File: src/rtl/shift_sequencer.sv
// Command-driven sequencer for a 4-bit bidirectional shift register: loads a word,
// issues N single-bit shifts (logical or rotate), then returns the result on a handshake.
module shift_sequencer #(
  parameter int WIDTH = 4,
  parameter int CNT_W = 3
) (
  input  logic             clk,
  input  logic             rst,
  input  logic             cmd_valid,
  output logic             cmd_ready,
  input  logic [WIDTH-1:0] cmd_data,
  input  logic             cmd_dir,
  input  logic [CNT_W-1:0] cmd_count,
  input  logic             cmd_fill,
  input  logic             cmd_rot,
  input  logic [WIDTH-1:0] q,
  output logic [WIDTH-1:0] d,
  output logic             ld,
  output logic             l_r,
  output logic             s,
  output logic             res_valid,
  input  logic             res_ready,
  output logic [WIDTH-1:0] res_data
);

  localparam logic [1:0] S_IDLE   = 2'd0;
  localparam logic [1:0] S_LOAD   = 2'd1;
  localparam logic [1:0] S_SHIFT  = 2'd2;
  localparam logic [1:0] S_RESULT = 2'd3;

  logic [1:0]       state_q, state_d;
  logic [WIDTH-1:0] data_q, data_d;
  logic [CNT_W-1:0] count_q, count_d;
  logic [CNT_W-1:0] cnt_q, cnt_d;
  logic             dir_q, dir_d;
  logic             fill_q, fill_d;
  logic             rot_q, rot_d;

  always_comb begin
    state_d = state_q;
    data_d  = data_q;
    count_d = count_q;
    cnt_d   = cnt_q;
    dir_d   = dir_q;
    fill_d  = fill_q;
    rot_d   = rot_q;
    case (state_q)
      S_IDLE: begin
        if (cmd_valid) begin
          data_d  = cmd_data;
          count_d = cmd_count;
          dir_d   = cmd_dir;
          fill_d  = cmd_fill;
          rot_d   = cmd_rot;
          state_d = S_LOAD;
        end
      end
      S_LOAD: begin
        cnt_d   = count_q;
        state_d = (count_q != '0) ? S_SHIFT : S_RESULT;
      end
      S_SHIFT: begin
        cnt_d = cnt_q - CNT_W'(1);
        // <=1 rather than ==1 so a corrupted zero count cannot spin forever
        if (cnt_q <= CNT_W'(1)) state_d = S_RESULT;
      end
      S_RESULT: begin
        if (res_ready) state_d = S_IDLE;
      end
      default: state_d = S_IDLE;
    endcase
  end

  always_ff @(posedge clk) begin
    if (rst) begin
      state_q <= S_IDLE;
      data_q  <= '0;
      count_q <= '0;
      cnt_q   <= '0;
      dir_q   <= 1'b0;
      fill_q  <= 1'b0;
      rot_q   <= 1'b0;
    end else begin
      state_q <= state_d;
      data_q  <= data_d;
      count_q <= count_d;
      cnt_q   <= cnt_d;
      dir_q   <= dir_d;
      fill_q  <= fill_d;
      rot_q   <= rot_d;
    end
  end

  // The register shifts whenever ld is low, so every non-SHIFT state reloads q to hold it.
  always_comb begin
    cmd_ready = (state_q == S_IDLE);
    res_valid = (state_q == S_RESULT);
    res_data  = q;
    ld        = (state_q != S_SHIFT);
    d         = (state_q == S_LOAD) ? data_q : q;
    l_r       = 1'b0;
    s         = 1'b0;
    if (state_q == S_SHIFT) begin
      l_r = dir_q;
      if (rot_q) s = dir_q ? q[WIDTH-1] : q[0];
      else       s = fill_q;
    end
  end

endmodule

File: config.mk
export PLATFORM = sky130hd
export DESIGN_NAME = shift_sequencer
export DESIGN_NICKNAME = d
export VERILOG_FILES = /design/src/rtl/shift_sequencer.sv
export SDC_FILE = /design/constraint.sdc
export NUM_CORES = 1
export LEC_CHECK = 0
export BUFFER_PORTS_ARGS = -buffer_cell sky130_fd_sc_hd__buf_4
export CAP_MARGIN = 30
export CORE_MARGIN = 1
export CORE_UTILIZATION = 51
export CTS_CLUSTER_SIZE = 14
export DETAILED_ROUTE_END_ITERATION = 10
export GPL_TIMING_DRIVEN = 0
export PLACE_DENSITY = 0.82
export SYNTH_ARGS = -nofsm -noshare
export SYNTH_HDL_FRONTEND = slang
export SYNTH_SLANG_ARGS = --single-unit
File: constraint.sdc
create_clock -name clk -period 2.47 [get_ports clk]
set_input_delay 0.1235 -clock clk [delete_from_list [all_inputs] [get_ports clk]]
set_output_delay 0.1235 -clock clk [all_outputs]
set_load 0.02 [all_outputs]
Yosys cells after proc, flatten, opt, wreduce, memory -nomap -nowiden
Cells that the tools add are included.

Flip-flop bits (word level): 15. Input port bits: 18.

Reduce and logical (&&, ||, !) cells: 5. Equality and inequality tests: 7. Muxes and demuxes: 11. Magnitude comparators: 1. Add/sub/neg operators: 1.

Operators by type and width (count): $pmux 2 s4 (1); $mux 2 (3); $ne 2x2->1 const B (3); $pmux 3 s2 (1); $mux 1 (5); $eq 2x2->1 const B (2); $mux 4 (1); $le 3x1->1 const B (1); $reduce_and 3->1 (1); $reduce_bool 3->1 (1); $sub 3x1->3 const B (1); $eq 2x1->1 const B (1); $logic_not 2->1 (1); $ne 2x1->1 const B (1); $reduce_and 2->1 (1); $reduce_bool 2->1 (1).

Depth between registers and ports, before layout
Gate-level depths: netlist (run 1).

Depth in word-level cells: 3. Depth in mapped cells: 6. Mapped depth without buffers: 6.

Worst setup path before layout (run 1)
No wires, ideal clock.

Kind: reg2out. Start: register state_q[0]. End: output port s. Arrival: 1.413 ns. Cell stages (with the launch flop): 5. Path buffers: 0. Slack: 0.934 ns. Cell sequence: dfxtp_1 inv_1 ha_1 inv_1 a211oi_1.

Longest elaborated chain between the ends: 2.

RTL lines: start, declared (RTL line 31) `logic [1:0] state_q, state_d;`; start signal, assigned (RTL line 84) `state_q <= state_d;`; $eq 2x2->1 (RTL line 103) `if (state_q == S_SHIFT) begin`; $mux 1 (RTL line 103); end, declared (RTL line 20) `output logic s,`.

Every way passes these cells.

Worst setup path in the final report (run 1)
Same ends and word-level chain as after synthesis.

==> qor.csv, run 1 <==
metric;value;unit
Distinct cells, synth;23;
Max-cap violations;0;
Clock Latency Late Sink;0.27;ns
Die Height;42.2;um
Pins Over Slew Limit;0;
pin count of the biggest net entering global routing;11;
Via density;5.29;
GR Util met1;0.270;
relative slew slack;0.729;
Critical Path Sink Type;output port;
Worst R2R Setup Slack;0.98;ns
final setup violation count;0;
EDFF count, synth;0;
Nets;162;
post-synthesis adder-cell area fraction;0.106;
most frequent cells in the layout;buf_4 (34), nand2_1 (23), a21oi_1 (15), dfxtp_1 (15), inv_1 (8);
Seq. cell area;300;um2
# DRC;0;
Resized cells post-CTS;0;
post-placement cell count;148;
Top delay family on crit path;buffers and inverters;
complex-gate fraction of the synthesized area;0.209;
outcome;finished, final reports clean;
clock power share;0.127;
crit path DAT;1.63;ns
initial antenna violation count;0;
Overall Global Routing Usage;0.223;
Most common cell on crit path;inv_1;
Syn Nets;127;
area occupied by multi-input gates;454;um2
first-pass GRT wire length;3030;um
final std cells w/o fill;152;
initial core utilization;0.548;
Power Total;1.07;mW
Mapped Area;826;um2
slowest stage delay, CP;0.36;ns
Synthesis Warnings;0;
wirelength, routed;1780;um
share of cells above drive strength 1;0.316;
XOR/XNOR Fraction of Synth Area;0;
Synth Instances;102;
Fin. Hold Viols;0;
register area share after synthesis;0.364;
unrepaired setup endpoints after global routing;false;
total I/O pin count;31;
Layout fillers;116;
Worst setup SP type;register;
GPL Wtd Cong;0.797;
commonest non-fill, non-tap cell in the layout;buf_4;
async set-reset flop share out of synthesis;0;
met2 usage;0.385;
number of hold-repair buffers added at the cts stage;0;
# rows;14;
Clock transition at path regs;0.08;ns
Setup Buffers After CTS;0;
Primary FF master, synth;dfxtp_1;
Syn Area/Cell;8.10;um2
combinational share of power;0.538;
WL/cell;11.7;um
met3 Use GR;0.0388;
final period utilization;0.709;
Hold Path Class;in2reg;
crit path max fanout;8;
1st-pass router iterations;6;
design area;0.00110;mm2
critical path required time;2.35;ns
Crit Path Category;reg2out;
WP buf/inv;3;
post-route setup TNS;0;ns
HPWL Detailed;1350;um
CTS Sinks;15;
Synth Register Bits;15;
worst clock skew;0.000874;ns
P_leak;0.496;nW
routed via count;804;
clock root cell;clkbuf_4;
initial drt markers;11;
Sw Share;0.423;
Post-DP Area;0.00107;mm2
htree depth;1;
switching pwr;454;uW
Synth Area in Simple Gates;0.156;
GRT overflow;0;
n_diodes;0;
multiplexer share of the synthesized area;0.0788;
Synth-to-Final Area Change;32.9;%
remaining antenna violation count;0;
internal power;620;uW
die area;0.00178;mm2
critical-path cell list;inv_1 > ha_1 > inv_1 > a211oi_1 > buf_4;
sequential power share;0.335;
most crowded layer after global routing;met2;
input/output buffers;30;
pwr dens;978;mW/mm2
Peak VDD IR;0.000544;V
Worst-Margin Slew;0.406;ns
CTS tree;yes;
core area;0.00151;mm2
CTS max path bufs;2;
f_max;571;MHz
post-layout minimum cycle time;1.75;ns
crit path max-delay cell type;dfxtp_1;
Num CTS Buffers;3;
width of the die;42.2;um
vias in the first global route;714;
largest family of logic cells by synthesized area;compound AO/OA/AOI/OAI gates;
[per-layer routing]
metal  up-vias  share of wire
li1        413              -
met1       369           0.43
met2        20           0.53
met3         2          0.033
met4         0         0.0095
met5         -              0
[power groups by stage]
stage                     combinational, mW  sequential, mW  clock [mW]
after floorplan                       0.412           0.349           0
after global placement                0.563           0.359           0
after detailed placement              0.578           0.363           0
after CTS                             0.582           0.359       0.141
after global routing                  0.645           0.368       0.154
final                                 0.578           0.359       0.137
[cell type report]
type	count	area share
Tap cell	16	0.0182
Multi-Input combinational cell	74	0.414
Buffer	5	0.0376
Timing Repair Buffer	30	0.205
Sequential cell	15	0.274
Clock buffer	4	0.0239
Inverter	8	0.0274
[sequential cells by signal, summed over array words and instances (netlist names)]
name,flops
cnt_q,3
count_q,3
data_q,4
dir_q,1
fill_q,1
rot_q,1
state_q,2
[per-stage QoR]
| stage | setup WS, ns | utilization | hold WS, ns |
|---|---|---|---|
| detailed placement | 0.979 | 0.711 | 0.342 |
| floorplan | 0.934 | - | 0.193 |
| finish | 0.718 | 0.728 | 0.0494 |
| global placement | 1.04 | 0.711 | 0.339 |
| CTS | 0.713 | 0.728 | 0.0412 |
| global route | 0.518 | 0.728 | 0.0364 |
[path summary, 6_finish.rpt]
check | from | endpoint | depth (start not counted)
hold reg to reg | fill_q | fill_q | 2
hold / removal | rst | fill_q | 2
setup / recovery | state_q[0] | s | 5
setup reg to reg | state_q[0] | data_q[1] | 6
[cell usage after synthesis (2+ instances only)]
cell type / instances / area share
a211oi_1: 2 / 0.018
nor2_1: 4 / 0.018
ha_1: 7 / 0.11
mux2i_1: 2 / 0.024
nand2_1: 23 / 0.10
inv_1: 8 / 0.036
dfxtp_1: 15 / 0.36
buf_4: 4 / 0.036
nand3_1: 2 / 0.012
a21oi_1: 15 / 0.091
o21ai_0: 5 / 0.030
mux2_2: 4 / 0.055
[kinds of logic after synthesis]
kind of cell | count (synthesis)
compound gates | 29
fa+ha+maj | 7
buf+inv | 13
flops | 15
mux | 6
simple gates | 32
(Power assumes the default switching activity.)
==> run 2: changes to the inputs <==
Settings changed: CORE_UTILIZATION 51 to 42, PLACE_DENSITY 0.82 to 0.73.
Clock period 2.47 ns to 1.6 ns, I/O delays scaled along.
==> qor.csv, run 2 (synthesis gave the netlist of run 1 again) <==
metric;value;unit;change
Worst-Margin Slew;0.362;ns;was 0.406 ns
die area;0.00215;mm2;was 0.00178 mm2
commonest non-fill, non-tap cell in the layout;buf_4;;unchanged
Critical Path Sink Type;output port;;unchanged
WL/cell;12.1;um;was 11.7 um
post-placement cell count;157;;was 148
unrepaired setup endpoints after global routing;true;;was false
Clock transition at path regs;0.11;ns;was 0.08 ns
share of cells above drive strength 1;0.336;;was 0.316
Clock Latency Late Sink;0.30;ns;was 0.27 ns
CTS max path bufs;2;;unchanged
crit path max-delay cell type;dfxtp_1;;unchanged
pwr dens;1510;mW/mm2;was 978 mW/mm2
Largest register FFs;4;;unchanged
critical-path cell list;inv_1 > ha_2 > inv_1 > a211oi_1 > buf_4;;was inv_1 > ha_1 > inv_1 > a211oi_1 > buf_4
GRT overflow;0;;unchanged
vias in the first global route;755;;was 714
crit path max fanout;8;;unchanged
Die Height;46.3;um;was 42.2 um
worst clock skew;0.0129;ns;was 0.000874 ns
initial antenna violation count;0;;unchanged
Hold Path Class;in2reg;;unchanged
final std cells w/o fill;162;;was 152
routed via count;819;;was 804
1st-pass router iterations;4;;was 6
final setup violation count;5;;was 0
most frequent cells in the layout;buf_4 (34), nand2_1 (23), a21oi_1 (15), dfxtp_1 (15), inv_1 (8);;unchanged
critical path required time;1.52;ns;was 2.35 ns
final period utilization;1.03;;
wirelength, routed;1960;um;was 1780 um
met3 Use GR;0.0235;;was 0.0388
Layout fillers;172;;was 116
HPWL Detailed;1450;um;was 1350 um
violated checks;setup timing;;
Regs by FF count;data_q (4), cnt_q (3), count_q (3);;unchanged
Nets;163;;was 162
Fin. Hold Viols;0;;unchanged
Most common cell on crit path;inv_1;;unchanged
total I/O pin count;31;;unchanged
P_leak;0.501;nW;was 0.496 nW
Overall Global Routing Usage;0.206;;was 0.223
CTS Sinks;15;;unchanged
Num CTS Buffers;3;;unchanged
slowest stage delay, CP;0.35;ns;was 0.36 ns
Crit Path Category;reg2out;;unchanged
Most flops, register;data_q;;unchanged
htree depth;1;;unchanged
first-pass GRT wire length;3160;um;was 3030 um
Peak VDD IR;0.000819;V;was 0.000544 V
met2 usage;0.375;;was 0.385
Hold WS;0.00899;ns;was 0.0494 ns
Pins Over Slew Limit;0;;unchanged
GR Util met1;0.245;;was 0.270
Worst setup SP type;register;;unchanged
Via density;5.06;;was 5.29
f_max;607;MHz;
outcome;finished, violations left;;was finished, final reports clean
Max-cap violations;0;;unchanged
clock root cell;clkbuf_4;;unchanged
core area;0.00178;mm2;was 0.00151 mm2
input/output buffers;30;;unchanged
initial drt markers;16;;was 11
Synth-to-Final Area Change;36.8;%;was 32.9%
# DRC;0;;unchanged
CTS tree;yes;;unchanged
initial core utilization;0.463;;was 0.548
most crowded layer after global routing;met2;;unchanged
post-layout minimum cycle time;1.65;ns;
final worst slack;-0.0464;ns;was 0.718 ns
Setup Buffers After CTS;0;;unchanged
relative slew slack;0.758;;was 0.729
crit path DAT;1.57;ns;was 1.63 ns
Seq. cell area;300;um2;unchanged
GPL Wtd Cong;0.777;;was 0.797
n_diodes;0;;unchanged
pin count of the biggest net entering global routing;11;;unchanged
width of the die;46.3;um;was 42.2 um
area occupied by multi-input gates;464;um2;was 454 um2
# rows;15;;was 14
post-route setup TNS;-0.154;ns;was 0 ns
remaining antenna violation count;0;;unchanged
==> run 2: routing by layer <==
| metal | vias up | wire length, um |
|---|---|---|
| met5 | - | 0 |
| met4 | 0 | 34 |
| met3 | 7 | 56 |
| met2 | 24 | 1050 |
| met1 | 376 | 816 |
| li1 | 412 | - |
==> run 2: repair_timing <==
action	CTS	global route
endpoints found under the hold margin	4	0
pin swaps	0	0
setup endpoints to repair	5	14
gates resized for setup	2	1
hold buffers	1	0
==> run 2: path summary, 6_finish.rpt <==
check | endpoint | startpoint | slack (ns) | depth (start not counted)
max | s | state_q[0] | -0.05 | 5
min | count_q[0] | cmd_count[0] | 0.009 | 3
max reg2reg | state_q[0] | state_q[1] | 0.15 | 6
min reg2reg | data_q[1] | data_q[1] | 0.46 | 2
==> run 2: per-stage QoR <==
stage | util | power (mW) | instance area [um2] | setup slack, ns
after CTS | 0.631 | 1.69 | 1120 | -0.0359
final | 0.634 | 1.70 | 1130 | -0.0464
after global placement | 0.607 | 1.43 | 1080 | 0.193
after global routing | 0.634 | 1.84 | 1130 | -0.118
after floorplan | - | 1.17 | 826 | 0.107
after detailed placement | 0.607 | 1.45 | 1080 | 0.124
==> run 2: area by class of cell <==
| type | count | share of cell area |
|---|---|---|
| Inverter | 8 | 0.0266 |
| Buffer | 5 | 0.0365 |
| Tap cell | 25 | 0.0277 |
| Sequential cell | 15 | 0.266 |
| Multi-Input combinational cell | 74 | 0.411 |
| Clock inverter | 1 | 0.00443 |
| Clock buffer | 3 | 0.0199 |
| Timing Repair Buffer | 31 | 0.208 |
==> run 2: report_power, final <==
group / total, mW / switching [mW] / internal (mW)
clock network: 0.236 / 0.143 / 0.0932
registers: 0.553 / 0.0832 / 0.470
logic: 0.913 / 0.511 / 0.402
==> run 2: critical path, delay by kind of cell, from the launching register on <==
kind	cells	cell delay, ns
compound gates	1	0.20
fa+ha+maj	1	0.28
buf+inv	3	0.44
flops	1	0.35
==> run 3: changes to the inputs <==
Settings changed: CORE_ASPECT_RATIO set to 0.75, RECOVER_POWER set to 100.
==> qor.csv, run 3 (synthesis gave the netlist of run 1 again) <==
metric;value;unit;change
crit path max fanout;8;;unchanged
Layout fillers;169;;was 172
Overall Global Routing Usage;0.205;;was 0.206
remaining antenna violation count;0;;unchanged
Max-cap violations;0;;unchanged
Hold Path Class;in2reg;;unchanged
htree depth;1;;unchanged
routed wl met2;925;um;was 1050 um
Worst-Margin Slew;0.416;ns;was 0.362 ns
first-pass GRT wire length;2940;um;was 3160 um
Via density;5.00;;was 5.06
f_max;659;MHz;was 607 MHz
# rows;13;;was 15
combinational share of power;0.538;;was 0.536
core area;0.00179;mm2;was 0.00178 mm2
share of cells above drive strength 1;0.336;;about the same
pin count of the biggest net entering global routing;11;;unchanged
Peak VDD IR;0.000956;V;was 0.000819 V
vias in the first global route;668;;was 755
most frequent cells in the layout;buf_4 (30), nand2_1 (23), a21oi_1 (15);;was buf_4 (34), nand2_1 (23), a21oi_1 (15), dfxtp_1 (15), inv_1 (8)
final setup violation count;0;;was 5
total I/O pin count;31;;unchanged
Largest register FFs;4;;unchanged
Synth-to-Final Area Change;41.2;%;was 36.8%
Nets;166;;was 163
Clock transition at path regs;0.10;ns;was 0.11 ns
routed via count;810;;was 819
sequential power share;0.326;;was 0.325
die area;0.00215;mm2;about the same
final period utilization;0.948;;was 1.03
initial drt markers;17;;was 16
Die Height;40.4;um;was 46.3 um
clock root cell;clkbuf_4;;unchanged
Post-DP Area;0.00108;mm2;about the same
# DRC;0;;unchanged
internal power;993;uW;was 965 uW
CTS tree;yes;;unchanged
commonest non-fill, non-tap cell in the layout;buf_4;;unchanged
Crit Path Category;reg2out;;unchanged
GPL Wtd Cong;0.768;;was 0.777
relative slew slack;0.722;;was 0.758
input/output buffers;30;;unchanged
critical path required time;1.52;ns;about the same
pwr dens;1510;mW/mm2;about the same
Fin. Hold Viols;0;;unchanged
Regs by FF count;data_q (4), cnt_q (3), count_q (3);;unchanged
Sw Share;0.435;;was 0.433
worst clock skew;0.00770;ns;was 0.0129 ns
width of the die;53.2;um;was 46.3 um
Top Metal Used;met4;;unchanged
Pins Over Slew Limit;0;;unchanged
crit path DAT;1.44;ns;was 1.57 ns
design area;0.00117;mm2;was 0.00113 mm2
post-layout minimum cycle time;1.52;ns;was 1.65 ns
initial core utilization;0.462;;was 0.463
WL/cell;11.9;um;was 12.1 um
switching pwr;763;uW;was 737 uW
Most flops, register;data_q;;unchanged
clock power share;0.135;;was 0.139
Worst setup SP type;register;;unchanged
wirelength, routed;1930;um;was 1960 um
unrepaired setup endpoints after global routing;true;;unchanged
n_diodes;0;;unchanged
CTS max path bufs;2;;unchanged
CTS Sinks;15;;unchanged
Critical Path Sink Type;output port;;unchanged
P_leak;0.499;nW;was 0.501 nW
GRT overflow;0;;unchanged
Clock Latency Late Sink;0.30;ns;about the same
1st-pass router iterations;3;;was 4
met3 wire length;112;um;was 56 um
initial antenna violation count;0;;unchanged
outcome;finished, final reports clean;;was finished, violations left
Post-Route M1 WL;861;um;was 816 um
Power Total;1.76;mW;was 1.70 mW
Num CTS Buffers;3;;unchanged
HPWL Detailed;1480;um;was 1450 um
==> run 3: stage by stage <==
| stage | util | TNS [ns] | setup WS [ns] | instances | hold slack [ns] |
|---|---|---|---|---|---|
| finish | 0.652 | 0 | 0.0830 | 162 | 0.0119 |
| global placement | 0.603 | 0 | 0.181 | 154 | 0.299 |
| global route | 0.652 | -0.0133 | -0.0133 | 162 | 0.000567 |
| CTS | 0.642 | 0 | 0.0279 | 159 | 0.00358 |
| detailed placement | 0.603 | 0 | 0.132 | 154 | 0.306 |
| floorplan | - | 0 | 0.107 | 102 | 0.149 |
==> run 3: repair_timing <==
action / CTS / global route
resized for setup: 7 / 2
hold buffers: 1 / 3
buffers inserted: 0 / 0
hold endpoints to repair: 5 / 3
endpoints found under the setup margin: 5 / 9
pin swaps: 0 / 0
==> run 3: critical path: stages, from the launching register on <==
cell      delay (ns)
dfxtp_2         0.37
inv_2           0.11
ha_4            0.18
inv_1           0.12
a211oi_2        0.18
buf_4           0.17
==> run 3: power groups by stage <==
stage	registers [mW]	logic (mW)	clock network [mW]
2_1_floorplan	0.538	0.637	0
3_3_place_gp	0.552	0.870	0
3_5_place_dp	0.559	0.897	0
4_1_cts	0.564	0.945	0.246
5_1_grt	0.590	1.04	0.271
6_report	0.573	0.946	0.237
==> run 3: routing by layer <==
metal	GRT usage	vias up
met5	0	-
met4	0.105	0
met3	0.0909	5
met2	0.344	20
met1	0.224	367
li1	-	418
==> run 3: layout make-up <==
class,instances,area (um2),share of cell area
clock inverters,1,7.51,0.00644
inverters,8,30.0,0.0258
flip-flops and latches,15,303,0.260
well taps,22,27.5,0.0236
plain buffers,5,41.3,0.0354
clock buffers,3,22.5,0.0193
multi-input cells,74,484,0.415
repair buffers,34,250,0.215
==> run 3: worst paths after layout <==
kind | start | to | slack, ns | cells past startpoint
max reg2reg | state_q[0] | data_q[3] | 0.14 | 6
min reg2reg | data_q[1] | data_q[1] | 0.46 | 2
min | cmd_count[1] | count_q[1] | 0.01 | 3
max | state_q[0] | s | 0.08 | 5
